File: config.mk
export PLATFORM = sky130hd
export DESIGN_NAME = ex3_to_bcd_packer
export DESIGN_NICKNAME = d
export VERILOG_FILES = /design/src/rtl/ex3_pkg.sv /design/src/rtl/ex3_digit_decode.sv /design/src/rtl/ex3_to_bcd_packer.sv
export SDC_FILE = /design/constraint.sdc
export NUM_CORES = 1
export LEC_CHECK = 0
export CAP_MARGIN = 30
export CORE_MARGIN = 3
export CORE_UTILIZATION = 46
export CTS_BUF_LIST = sky130_fd_sc_hd__clkbuf_2 sky130_fd_sc_hd__clkbuf_4 sky130_fd_sc_hd__clkbuf_8
export CTS_CLUSTER_SIZE = 24
export DETAILED_ROUTE_END_ITERATION = 10
export PLACE_DENSITY_LB_ADDON = 0.2
export SLEW_MARGIN = 25
export SYNTH_ARGS = -nofsm -noshare
export SYNTH_HDL_FRONTEND = slang
export SYNTH_SLANG_ARGS = --single-unit
File: constraint.sdc
create_clock -name clk -period 1.45 [get_ports clk]
set_input_delay 0.2175 -clock clk [delete_from_list [all_inputs] [get_ports clk]]
set_output_delay 0.2175 -clock clk [all_outputs]
set_load 0.01 [all_outputs]
File: src/rtl/ex3_pkg.sv
// Shared Excess-3 definitions used by both the encoder and decoder sides of
// the BCD/Excess-3 path: code limits, the invalid-digit marker, the packer
// FSM states and the self-complement helper.
package ex3_pkg;

   localparam logic [3:0] EX3_OFFSET  = 4'd3;
   localparam logic [3:0] EX3_MIN     = 4'd3;
   localparam logic [3:0] EX3_MAX     = 4'd12;
   localparam logic [3:0] BCD_INVALID = 4'hF;

   typedef enum logic {
      COLLECT = 1'b0,
      OUTPUT  = 1'b1
   } pack_state_e;

   // Excess-3 is self-complementing: inverting the code of d gives the code
   // of 9-d, so subtracting the usual offset afterwards yields the nine's
   // complement in BCD.
   function automatic logic [3:0] ex3_nines_comp(input logic [3:0] ex3);
      return ~ex3;
   endfunction

endpackage

File: src/rtl/ex3_digit_decode.sv
// Combinational Excess-3 to BCD digit decoder with optional nine's
// complement. Codes outside 3..12 decode to BCD_INVALID and raise err;
// validity is always judged on the raw code, before any complementing.
module ex3_digit_decode
   import ex3_pkg::*;
(
   input  logic [3:0] ex3,
   input  logic       comp,
   output logic [3:0] bcd,
   output logic       err
);

   logic       code_ok;
   logic [3:0] code_src;

   assign code_ok  = (ex3 >= EX3_MIN) && (ex3 <= EX3_MAX);
   assign code_src = comp ? ex3_nines_comp(ex3) : ex3;
   assign bcd      = code_ok ? (code_src - EX3_OFFSET) : BCD_INVALID;
   assign err      = ~code_ok;

endmodule

File: src/rtl/ex3_to_bcd_packer.sv
// Collects a valid/ready stream of Excess-3 digits, decodes each to BCD and
// packs up to NUM_DIGITS of them into one right-aligned word (nibble 0 holds
// the most recent digit). A word closes on in_last or when full, is then held
// until the sink takes it, and only afterwards is new input accepted.
// Build option: define EX3_NINES_COMP_EN to add the in_comp port, which
// stores the nine's complement of the accompanying digit.
module ex3_to_bcd_packer
   import ex3_pkg::*;
#(
   parameter  int NUM_DIGITS = 4,
   localparam int CW         = $clog2(NUM_DIGITS + 1)
) (
   input  logic                    clk,
   input  logic                    rst_n,
   input  logic                    in_valid,
   output logic                    in_ready,
   input  logic [3:0]              in_ex3,
   input  logic                    in_last,
`ifdef EX3_NINES_COMP_EN
   input  logic                    in_comp,
`endif
   output logic                    out_valid,
   input  logic                    out_ready,
   output logic [4*NUM_DIGITS-1:0] out_bcd,
   output logic [CW-1:0]           out_count,
   output logic                    out_err,
   output logic [NUM_DIGITS-1:0]   out_err_mask
);

   pack_state_e             state_q, state_d;
   logic [4*NUM_DIGITS-1:0] bcd_q, bcd_d;
   logic [NUM_DIGITS-1:0]   mask_q, mask_d;
   logic [CW-1:0]           count_q, count_d;

   logic       digit_comp;
   logic [3:0] digit_bcd;
   logic       digit_err;
   logic       accept;
   logic       word_full;

`ifdef EX3_NINES_COMP_EN
   assign digit_comp = in_comp;
`else
   assign digit_comp = 1'b0;
`endif

   ex3_digit_decode u_decode (
      .ex3  (in_ex3),
      .comp (digit_comp),
      .bcd  (digit_bcd),
      .err  (digit_err)
   );

   assign in_ready  = (state_q == COLLECT);
   assign accept    = in_valid & in_ready;
   // This accept is the one that fills the last free nibble.
   assign word_full = (count_q == CW'(NUM_DIGITS - 1));

   // Next-state logic: shift digits in while collecting, clear on hand-off.
   always_comb begin
      // NOTE: every target gets a default first so no path leaves it unassigned, which would infer a latch.
      state_d = state_q;
      bcd_d   = bcd_q;
      mask_d  = mask_q;
      count_d = count_q;
      unique case (state_q)
         COLLECT: begin
            if (accept) begin
               bcd_d   = (bcd_q << 4) | {{(4*NUM_DIGITS-4){1'b0}}, digit_bcd};
               mask_d  = (mask_q << 1) | {{(NUM_DIGITS-1){1'b0}}, digit_err};
               count_d = count_q + 1'b1;
               if (in_last || word_full) begin
                  state_d = OUTPUT;
               end
            end
         end
         OUTPUT: begin
            if (out_ready) begin
               bcd_d   = '0;
               mask_d  = '0;
               count_d = '0;
               state_d = COLLECT;
            end
         end
         default: state_d = COLLECT;
      endcase
   end

   // State and word registers with synchronous active-low reset.
   always_ff @(posedge clk) begin
      // NOTE: sequential state uses non-blocking assignments so all registers update together at the edge.
      if (!rst_n) begin
         state_q <= COLLECT;
         bcd_q   <= '0;
         mask_q  <= '0;
         count_q <= '0;
      end else begin
         state_q <= state_d;
         bcd_q   <= bcd_d;
         mask_q  <= mask_d;
         count_q <= count_d;
      end
   end

   assign out_valid    = (state_q == OUTPUT);
   assign out_bcd      = bcd_q;
   assign out_count    = count_q;
   assign out_err_mask = mask_q;
   assign out_err      = |mask_q;

endmodule

==> results of run 1 <==
layout by cell type, fill, tap and decap left out, types with 2 or more instances in the layout:
cell              n
dfxtp_1          20
nor2b_1          19
a22oi_1          17
dlygate4sd2_1    17
nand3_1           8
clkdlybuf4s50_1   8
dlymetal6s2s_1    8
inv_1             5
ha_1              4
buf_4             4
nand2_1           3
clkbuf_4          3
dfxtp_2           3
buf_12            3
mux2i_1           2
and2_1            2
nand2b_1          2
o211ai_1          2
worst register-to-register path: cells and delay by family, from the launching register on:
| kind | cells | cell delay, ns |
|---|---|---|
| AOI/OAI and AO/OA | 1 | 0.15 |
| muxes | 1 | 0.08 |
| and+or+nand+nor | 1 | 0.15 |
| adders and majority gates | 2 | 0.37 |
| DFF | 1 | 0.36 |
report_power, final:
group	internal (uW)	switching (uW)	leakage, uW
combinational	120	102	0.000560
clock	279	186	0.0000279
sequential	686	20.5	0.000197
cells in the mapped netlist, drive strengths merged:
cell type | number | area, um2
nor3 | 1 | 5.00
or4 | 1 | 7.51
and2 | 2 | 12.5
nor2 | 1 | 3.75
nand2b | 2 | 12.5
a21oi | 1 | 5.00
ha | 4 | 50.1
nand2 | 3 | 11.3
mux2i | 3 | 33.8
a31oi | 1 | 6.26
a22oi | 17 | 128
nor2b | 20 | 128
dfxtp | 24 | 480
nand3 | 8 | 40.0
o21ai | 1 | 5.00
o211ai | 2 | 15.0
buf | 4 | 27.5
o31ai | 1 | 7.51
a21boi | 1 | 7.51
clkbuf | 3 | 11.3
inv | 5 | 18.8
and3b | 1 | 8.76
per-stage QoR:
| step | cell area, um2 | setup TNS (ns) | std cells | utilization | hold WS [ns] |
|---|---|---|---|---|---|
| global placement | 1450 | -0.266 | 167 | 0.710 | 0.468 |
| detailed placement | 1450 | -0.506 | 167 | 0.710 | 0.466 |
| finish | 1500 | -0.0443 | 171 | 0.737 | 0.481 |
| CTS | 1480 | -0.0555 | 171 | 0.726 | 0.485 |
| global route | 1500 | -0.0975 | 171 | 0.737 | 0.507 |
| floorplan | 1020 | 0 | 106 | - | 0.416 |
worst paths after layout:
check        slack, ns          to  cells past startpoint            start
max              -0.04     out_err                      2  out_err_mask[1]
min               0.48  out_bcd[2]                      2       out_bcd[2]
max reg2reg       0.25   out_valid                      5     out_count[0]
min reg2reg       0.48  out_bcd[2]                      2       out_bcd[2]
kinds of logic after synthesis:
logic type	count (synthesis)	share of synthesized area
AOI/OAI and AO/OA	24	0.170
buffers and inverters	12	0.0562
and+or+nand+nor	39	0.223
muxes	3	0.0330
DFF	24	0.469
adders and majority gates	4	0.0488
cell type report:
cell class,instances,area [um2]
multi-input cells,70,487
flip-flops and latches,24,488
fillers,161,538
clock buffers,3,22.5
repair buffers,41,424
well taps,27,33.8
clock inverters,1,30.0
inverters,5,18.8
layer usage:
metal  routed length [um]  track usage  vias up
li1                     -            -      447
met1                  913        0.204      422
met2                 1130        0.306       22
met3                  123       0.0479        2
met4                   12       0.0255        0
met5                    0            0        -
timing repair:
action                                  in CTS  in global routing
endpoints found under the setup margin      20                  9
gates cloned                                 0                  0
resized for setup                           25                  9
pin swaps                                    0                  1
hold buffers                                 0                  0
registers in the layout, summed over array words and instances, names as in the netlist:
| register | cells |
|---|---|
| out_bcd | 16 |
| out_err_mask | 4 |
| out_count | 3 |
| out_valid | 1 |
==> flow_metrics.tcl, run 1 <==
set metrics [dict create \
    status "complete, but fails checks" \
    violations "negative setup slack" \
    dp_slack_ns -0.161 \
    htree_levels 1 \
    syn_area_mm2 0.00102 \
    power_density_mw_per_mm2 927 \
    ir_drop_mv 0.676 \
    finalSetupViolations 1 \
    period_needed_ns 1.49 \
    grt_pass1_vias 816 \
    worst-path-max-fanout 2 \
    portBuffers 34 \
    finalHoldViolations 0 \
    cp.required_ns 1.23 \
    rsz0062_at_grt "yes" \
    cts_setup_buffers 0 \
    antenna_found_initial 0 \
    initial_utilization 0.502 \
    relSlewSlack 0.830 \
    drtIter0Drc 23 \
    die_x_um 53.2 \
    drtAntennaViolNets 0 \
    grt_usage 0.171 \
    max_cap_violations 0 \
    cts_tree "done" \
    path_class "flop to output pin" \
    crit_slowest_cell "or4_1" \
    drive_gt1_frac 0.125 \
    path_cells "or4_1, buf_2" \
    drc 0 \
    crit_path_end_kind "output pin" \
    power_leakage_uw 0.000785 \
    nets 158 \
    fmax_mhz 669 \
    wl_um 2180 \
    synth_cells 106 \
    cts_made_buffers 3 \
    fin_crit_sh 1.03 \
    ys_types 25 \
    tightestPinTransition_ns 0.254 \
    grt_pass1_wl_um 3660 \
    gp_congestion 0.678 \
    dp_hpwl_um 1560 \
    clock_sinks 24 \
    ys_ff_latch 24 \
    hold_path_class "flop to flop" \
    area_growth_syn_to_layout_pct 46.8 \
    antenna_cells 0 \
    clock_skew_ns 0.00826 \
    cp-start-kind "flop" \
    finalPower_uw 1390 \
    io_pins 35 \
    clock_path_buffers 2 \
    syn-num-nets 119 \
    path_buf_inv 1 \
    cpPeakStageDelay_ns 0.50 \
    vias 893 \
    avgSynthCellArea_um2 9.67 \
    post_drt_wl_per_cell_um 12.7 \
    dieArea_mm2 0.00283 \
    clockRootBuffer "clkbuf_4" \
    ys_warn_count 0 \
    vias_per_cell 5.22 \
    cpLargestDelayFamily "simple AND/OR/NAND/NOR gates" \
    fin_ws_ns -0.0443 \
    grt_max_degree 29 \
    synth_seq_area_share 0.469 \
    clk_pin_slew_worst_paths_ns 0.12 \
    gr-total-overflow 0 \
    report.final.slew_viol_count 0 \
    core_area_mm2 0.00204 \
    drt-pass1-iter-count 4 \
    num_rows 16 \
    cp_data_arrival_time_ns 1.28 \
    fp.dieH_um 53.2 \
    clkLatencyLatePin_ns 0.30 \
]
Note: power is estimated with default switching activity, not from simulation.
==> run 2, diff against run 1 <==
- clock period: 1.45 -> 1.5 ns (I/O delays scaled with it)
==> run 2 against run 1 <==
The flow still finishes with violations (negative setup slack). Cell count fell by 0.58%. Total power decreased by 1.6%. Critical path depth unchanged. Hold slack improved by 0.013 ns. Critical path type unchanged.
==> flow_metrics.tcl, run 2 (synthesis gave the netlist of run 1 again) <==
set metrics [dict create \
    period_needed_ns 1.51 \
    cts_tree "done" \
    drive_gt1_frac 0.154 \
    place_area_mm2 0.00144 \
    path_class "flop to output pin" \
    clkLatencyLatePin_ns 0.32 \
    layout_common_cells "nor2b_1 (19), clkdlybuf4s50_1 (18), a22oi_1 (17), dfxtp_1 (15), dlymetal6s2s_1 (10)" \
    power_frac_clock 0.336 \
    cp.required_ns 1.27 \
    grt_usage 0.182 \
    fmax_mhz 660 \
    place_inst 166 \
    dp_slack_ns -0.118 \
    hold_buffers 0 \
    tightestPinTransition_ns 0.232 \
    drtIter0Drc 16 \
    ir_drop_mv 0.590 \
    num_rows 16 \
    hold_path_class "flop to flop" \
    stdcell_area_mm2 0.00152 \
    clock_sinks 24 \
    io_pins 35 \
    antenna_found_initial 0 \
    crit_path_end_kind "output pin" \
    fp.dieH_um 53.2 \
    nets 157 \
    regToRegEndpoint "out_valid" \
    ctsResizeCount 11 \
    status "complete, but fails checks" \
    finalSetupViolations 1 \
    fin_util 0.746 \
    report.final.slew_viol_count 0 \
    crit_slowest_cell "or4_1" \
    drt-pass1-iter-count 4 \
    clockRootBuffer "clkbuf_4" \
    relSlewSlack 0.842 \
    rsz0062_at_grt "yes" \
    initial_utilization 0.502 \
    die_x_um 53.2 \
    seq_power_share 0.499 \
    worstHoldStart "out_bcd[2]" \
    grt_pass1_vias 874 \
    switching_share 0.228 \
    finalPower_uw 1370 \
    cpPeakStageDelay_ns 0.50 \
    final_common_cell "nor2b_1" \
    cp-start-kind "flop" \
    clk_pin_slew_worst_paths_ns 0.13 \
    wl_um 2300 \
    reg2reg_from "out_count[0]" \
    min_path_cells 2 \
    path_cells "or4_1, buf_2" \
    fin_crit_sh 1.01 \
    violations "negative setup slack" \
    gr-total-overflow 0 \
    hold_end "out_bcd[2]" \
    clock_skew_ns 0.00601 \
    drc 0 \
    vias_per_cell 5.27 \
    finalHoldViolations 0 \
    htree_levels 1 \
    gp_congestion 0.671 \
    fin_ws_ns -0.0142 \
    path_buf_inv 1 \
    post_drt_wl_per_cell_um 13.6 \
    switchingPower_uw 313 \
    cpLargestDelayFamily "simple AND/OR/NAND/NOR gates" \
    area_growth_syn_to_layout_pct 48.6 \
    clock_path_buffers 2 \
    dieArea_mm2 0.00283 \
    max_cap_violations 0 \
    cp_data_arrival_time_ns 1.29 \
    p_comb_frac 0.164 \
    largest_reg_flops 16 \
    core_area_mm2 0.00204 \
    power_leakage_uw 0.000762 \
    portBuffers 34 \
    drtAntennaViolNets 0 \
    grt_pass1_wl_um 3800 \
    rrSetupSlack_ns 0.28 \
    worst-path-max-fanout 2 \
    power_density_mw_per_mm2 901 \
    grt_max_degree 29 \
    cts_setup_buffers 0 \
    ff2ff_path_depth 5 \
    stdcell_count 170 \
    antenna_cells 0 \
    cts_made_buffers 3 \
    vias 896 \
    dp_hpwl_um 1560 \
    power.internal_uw 1060 \
]
-- run 2: cell types whose count changed in the layout (fill, tap and decap cells not counted), sizes merged --
cell / change
buf: -1
clkdlybuf4s50: +10
dlygate4sd2: -12
dlymetal6s2s: +2
-- run 2: worst max path at each step --
stage	from	to	slack, ns	cells after the start
floorplan	out_count[0]	out_valid	0.32	5
global placement	in_ex3[0]	out_bcd[0]	-0.04	6
detailed placement	in_ex3[0]	out_bcd[1]	-0.12	6
CTS	out_err_mask[0]	out_err	-0.02	2
global route	out_err_mask[0]	out_err	-0.07	2
finish	out_err_mask[0]	out_err	-0.01	2
-- run 2: stage by stage --
| stage | hold slack [ns] | setup TNS [ns] |
|---|---|---|
| after detailed placement | 0.474 | -0.320 |
| after global placement | 0.469 | -0.0965 |
| final | 0.495 | -0.0142 |
| after global routing | 0.529 | -0.0740 |
| after CTS | 0.501 | -0.0248 |
| after floorplan | 0.424 | 0 |
-- run 2: power by group through the flow --
stage          clock network (uW)  logic [uW]  registers, uW
2_1_floorplan                   0         101            708
6_report                      462         226            685
4_1_cts                       472         231            685
3_3_place_gp                    0         229            697
5_1_grt                       493         248            689
3_5_place_dp                    0         234            698
-- run 2: metal layers --
layer	wire length, um	track usage
met5	0	0
met4	47	0.0766
met3	97	0.0394
met2	1180	0.322
met1	981	0.206
-- run 2: layout make-up --
type | count | area (um2)
sequential | 24 | 494
inverter | 5 | 18.8
clock buffer | 3 | 22.5
timing repair buffer | 40 | 437
tap | 27 | 33.8
fill | 179 | 519
clock inverter | 1 | 30.0
multi-input combinational | 70 | 487
-- run 2: worst reg2reg max path: cells and delay by family (launching register included) --
family | cells | cell delay (ns)
mux | 1 | 0.09
flops | 1 | 0.36
simple gates | 1 | 0.15
compound gates | 1 | 0.16
fa+ha+maj | 2 | 0.37
